$ cat src/rtl/y86_cc_unit.sv
// Purpose : Y86-64 execute-stage condition codes (ZF/SF/OF) plus the jXX/cmovXX condition evaluator.
// Latency : a flag update is visible on cc one cycle after the edge; cond_req in cycle N gives cnd/cnd_valid in N+1.
// Backpressure: none. Every result and every request is accepted on the cycle it is presented.
//
// Ports:
//   clk, rst_n    rising-edge clock; asynchronous active-low reset
//   res_valid     ALU result valid; with set_cc, latches new flags into cc
//   alu_result    ALU sum output (WIDTH bits)
//   alu_overflow  ALU signed overflow output
//   set_cc        the current instruction updates CC (OPq)
//   cond_req      condition evaluation request
//   cond_ifun     ifun of the jXX/cmovXX being evaluated
//   cc            registered flags {ZF,SF,OF}
//   cnd           registered condition result; holds between requests
//   cnd_valid     one-cycle strobe per request
//   cond_err      registered; set when the answered request had ifun > 6
//   ovf_count     saturating count of CC updates with OF=1
//   ovf_clr       synchronous clear of ovf_count; wins over an increment
//
// Build option: define CC_BYPASS_EN so that a request arriving together with a
// flag update evaluates against the new flags instead of the registered cc.

module y86_cc_unit #(
    parameter int WIDTH     = 64,
    parameter int OVF_CNT_W = 8
) (
    input  logic                 clk,
    input  logic                 rst_n,
    input  logic                 res_valid,
    input  logic [WIDTH-1:0]     alu_result,
    input  logic                 alu_overflow,
    input  logic                 set_cc,
    input  logic                 cond_req,
    input  logic [3:0]           cond_ifun,
    output logic [2:0]           cc,
    output logic                 cnd,
    output logic                 cnd_valid,
    output logic                 cond_err,
    output logic [OVF_CNT_W-1:0] ovf_count,
    input  logic                 ovf_clr
);

    typedef struct packed {
        logic zf;
        logic sf;
        logic of;
    } flags_t;

    // Result of evaluating one condition: the condition bit and an illegal-ifun flag.
    typedef struct packed {
        logic err;
        logic cnd;
    } eval_t;

    localparam flags_t FLAGS_RST = '{zf: 1'b1, sf: 1'b0, of: 1'b0};

    flags_t               cc_q, cc_d;
    flags_t               flags_n;
    flags_t               eval_flags;
    eval_t                eval_res;
    logic                 cnd_q, cnd_d;
    logic                 cnd_vld_q;
    logic                 cond_err_q, cond_err_d;
    logic [OVF_CNT_W-1:0] ovf_cnt_q, ovf_cnt_d;
    logic                 cc_upd;

    function automatic eval_t cond_eval(input logic [3:0] ifun, input flags_t f);
        eval_t r;
        logic  lt;
        r  = '0;
        lt = f.sf ^ f.of;
        case (ifun)
            4'd0:    r.cnd = 1'b1;
            4'd1:    r.cnd = lt | f.zf;
            4'd2:    r.cnd = lt;
            4'd3:    r.cnd = f.zf;
            4'd4:    r.cnd = ~f.zf;
            4'd5:    r.cnd = ~lt;
            4'd6:    r.cnd = ~lt & ~f.zf;
            default: r.err = 1'b1;
        endcase
        return r;
    endfunction

    always_comb begin
        flags_n.zf = (alu_result == '0);
        flags_n.sf = alu_result[WIDTH-1];
        flags_n.of = alu_overflow;
    end

    assign cc_upd = res_valid & set_cc;

    // Y86 semantics: a request sees the flags as they stood before this
    // cycle's update. The bypass build forwards the update instead.
`ifdef CC_BYPASS_EN
    assign eval_flags = cc_upd ? flags_n : cc_q;
`else
    assign eval_flags = cc_q;
`endif

    assign eval_res = cond_eval(cond_ifun, eval_flags);

    always_comb begin
        cc_d       = cc_q;
        cnd_d      = cnd_q;
        cond_err_d = cond_err_q;
        ovf_cnt_d  = ovf_cnt_q;

        if (cc_upd) begin
            cc_d = flags_n;
        end

        // cnd/cond_err only move when a request is answered; otherwise they hold.
        if (cond_req) begin
            cnd_d      = eval_res.cnd;
            cond_err_d = eval_res.err;
        end

        if (ovf_clr) begin
            ovf_cnt_d = '0;
        end else if (cc_upd && flags_n.of && !(&ovf_cnt_q)) begin
            ovf_cnt_d = ovf_cnt_q + 1'b1;
        end
    end

    always_ff @(posedge clk or negedge rst_n) begin
        if (!rst_n) begin
            cc_q       <= FLAGS_RST;
            cnd_q      <= 1'b0;
            cnd_vld_q  <= 1'b0;
            cond_err_q <= 1'b0;
            ovf_cnt_q  <= '0;
        end else begin
            cc_q       <= cc_d;
            cnd_q      <= cnd_d;
            cnd_vld_q  <= cond_req;
            cond_err_q <= cond_err_d;
            ovf_cnt_q  <= ovf_cnt_d;
        end
    end

    assign cc        = cc_q;
    assign cnd       = cnd_q;
    assign cnd_valid = cnd_vld_q;
    assign cond_err  = cond_err_q;
    assign ovf_count = ovf_cnt_q;

endmodule

$ cat config.mk
export PLATFORM = sky130hd
export DESIGN_NAME = y86_cc_unit
export DESIGN_NICKNAME = d
export VERILOG_FILES = /design/src/rtl/y86_cc_unit.sv
export SDC_FILE = /design/constraint.sdc
export NUM_CORES = 1
export LEC_CHECK = 0
export ABC_AREA = 1
export CAP_MARGIN = 20
export CORE_UTILIZATION = 28
export CTS_CLUSTER_SIZE = 20
export DETAILED_ROUTE_END_ITERATION = 12
export GPL_ROUTABILITY_DRIVEN = 0
export PLACE_DENSITY_LB_ADDON = 0.25
export SETUP_SLACK_MARGIN = 0.02
export SKIP_CTS_REPAIR_TIMING = 1
export SYNTH_ARGS = -nofsm -noshare
export SYNTH_HDL_FRONTEND = slang
export SYNTH_SLANG_ARGS = --single-unit
$ cat constraint.sdc
create_clock -name clk -period 1.42 [get_ports clk]
set_input_delay 0.284 -clock clk [delete_from_list [all_inputs] [get_ports clk]]
set_output_delay 0.284 -clock clk [all_outputs]
set_load 0.03 [all_outputs]
==> flow_metrics.env <==
export IMPL_cts_made_buffers=3
export IMPL_dp_final_hpwl_um=2790
export IMPL_coreArea_mm2=0.00339
export IMPL_fp_dieH_um=61.8
export IMPL_cts_buffer_depth=2
export IMPL_hold_viol_final=0
export IMPL_seq_area_frac_synth_pct=35.2
export IMPL_port_buffers=88
export IMPL_wl_met2_um=1670
export IMPL_num_rows=21
export IMPL_synth_edf_count=0
export IMPL_htree_levels=1
export IMPL_regArea_um2=354
export IMPL_setup_worst_path_start="ovf_count[1]"
export IMPL_drt_iter0_drc=34
export IMPL_globalRouteOverflowTotal=0
export IMPL_hp_class="input pin to asynchronous set/reset pin"
export IMPL_ys_ff_latch=14
export IMPL_layout_setup_ws_ns=0.0627
export IMPL_area_growth_pct=116
export IMPL_synth_top_cell_area_share_pct=32.5
export IMPL_cp_arrival_ns=1.54
export IMPL_crit_fanout=12
export IMPL_dr_pass1_iters=4
export IMPL_antenna_found_initial=0
export IMPL_fillers=300
export IMPL_p_total_uw=1130
export IMPL_synthArstFlopShare_pct=100
export IMPL_start_util_pct=29.5
export IMPL_rsz0062_at_grt="false"
export IMPL_drv_cap=0
export IMPL_fmax_ghz=0.737
export IMPL_synth_largest_area_cell="dfrtp_1"
export IMPL_multi_input_area_um2=647
export IMPL_final_nets=342
export IMPL_critical_path_class="flop to flop"
export IMPL_route_detailed_drc=0
export IMPL_io_pins=89
export IMPL_routedWlPerCell_um=10.4
export IMPL_rr_startpoint="ovf_count[1]"
export IMPL_ir_drop_uv=223
export IMPL_syn_nets=235
export IMPL_hold_slack_ns=0.295
export IMPL_synth_flop_cell="dfrtp_1"
export IMPL_cp_start_kind="flop"
export IMPL_dp_cells=305
export IMPL_ys_types=23
export IMPL_clk_latency_ns=0.29
export IMPL_cts_tree="yes"
export IMPL_synth_most_common_cell="nand2_1"
export IMPL_place_ws_ns=-0.208
export IMPL_power_per_cell_area_mw_per_mm2=525
export IMPL_grt_max_degree=15
export IMPL_leakagePower_uw=0.00109
export IMPL_outcome="finished, final reports clean"
export IMPL_grt_use_total_pct=19.0
export IMPL_finalSetupViolations=0
export IMPL_critPathCaptureType="flop"
export IMPL_met3_length_um=223
export IMPL_grt_pass1_vias=1301
export IMPL_reg2reg_to="ovf_count[4]"
export IMPL_r2r_slack_ns=0.06
export IMPL_fin_setup_tns_ns=0
export IMPL_crit_end="ovf_count[4]"
export IMPL_grt_pass1_wl_um=5270
export IMPL_root_buffer="clkbuf_4"
export IMPL_top_layer="met4"
export IMPL_timing_final_crit_share_pct=95.6
export IMPL_fp_dieW_um=61.8
export IMPL_postSynthCellCount=159
export IMPL_fin_worst_skew_ns=0.00276
export IMPL_die_area_mm2=0.00381
export IMPL_clk_pin_slew_ns=0.09
export IMPL_syn_area_per_cell_um2=6.29
export IMPL_diodes=0
export IMPL_worstMarginPinSlew_ns=0.336
export IMPL_drive_gt1_share_pct=16.2
export IMPL_relSlewSlack_pct=77.6
export IMPL_met1_length_um=1280
export IMPL_layout_cells_non_filler=311
export IMPL_cp_required_ns=1.60
export IMPL_worstRegToRegCells=8
export IMPL_synth_area_leaders="dfrtp_1, nand2_1, nor2_1"
export IMPL_drv_slew=0
export IMPL_wirelength_um=3230
export IMPL_synth_warnings=0
export IMPL_postRouteAntennaNets=0
export IMPL_fin_crit_ns=1.36
export IMPL_synth_common_cells="nand2_1, nor2_1, dfrtp_1, nand3_1, inv_1"
export IMPL_clock_sinks=14
export IMPL_via_count=1358
export IMPL_viasPerCell=4.37
export IMPL_synthesis_area_um2=1000
power by group:
| group | internal, uW | switching [uW] |
|---|---|---|
| Sequential | 416 | 9.76 |
| Combinational | 262 | 146 |
| Clock | 156 | 143 |
worst min path at each step:
stage                     start      endpoint  slack, ns  depth (start not counted)
after global placement      cnd           cnd       0.47                          2
after CTS                 rst_n           cnd       0.30                          2
final                     rst_n           cnd       0.29                          2
after global routing      rst_n  ovf_count[2]       0.31                          2
after floorplan           rst_n         cc[0]      -0.01                          0
after detailed placement    cnd           cnd       0.47                          2
sequential cells by signal, summed over array words and instances, names as in the netlist:
signal	cells
cc	3
cnd	1
cnd_valid	1
cond_err	1
ovf_count	8
layout by cell type, fill, tap and decap left out, types with 2 or more instances in the layout:
master	Yosys	routed
nand3b_1	2	2
buf_4	0	17
nand3_1	13	13
dfrtp_2	0	2
or2_2	2	2
nand2_2	1	4
nand2_1	51	47
clkdlybuf4s50_1	0	74
inv_1	8	8
clkbuf_4	0	3
nor2_4	1	2
nor2_1	49	47
o21ai_2	4	4
dfrtp_1	13	11
o21ai_0	3	2
nor2_2	1	2
dlymetal6s2s_1	0	11
critical path, cell delays in order (launching register included):
cell	delay [ns]
dfrtp_2	0.44
ha_4	0.17
nand2_4	0.06
nor2_4	0.04
a21oi_4	0.20
nor2_4	0.07
buf_12	0.15
nand2_1	0.05
o21ai_1	0.06
per-layer routing:
layer  up-vias  track usage (%)
met5         -                0
met4         0             8.25
met3         5             4.55
met2        55             34.6
met1       586             20.9
li1        712                -
cells by family after synthesis:
kind of cell	Yosys count	synth area share, %
AOI/OAI and AO/OA	11	7.76
xor gates and xnor gates	1	0.876
adders and majority gates	1	1.25
buffers and inverters	10	4.63
DFF	14	35.2
and+or+nand+nor	122	50.3
final cells by class:
| class | count | area share, % |
|---|---|---|
| inverters | 9 | 1.63 |
| repair buffers | 103 | 47.6 |
| clock buffers | 4 | 1.68 |
| well taps | 46 | 2.67 |
| multi-input cells | 135 | 30.0 |
| flip-flops and latches | 14 | 16.4 |
stage by stage:
step | util, % | area [um2]
after floorplan | - | 1020
after global placement | 60.2 | 2040
after detailed placement | 60.2 | 2040
after CTS | 61.3 | 2080
after global routing | 63.6 | 2160
final | 63.6 | 2160
(Power assumes the default switching activity.)
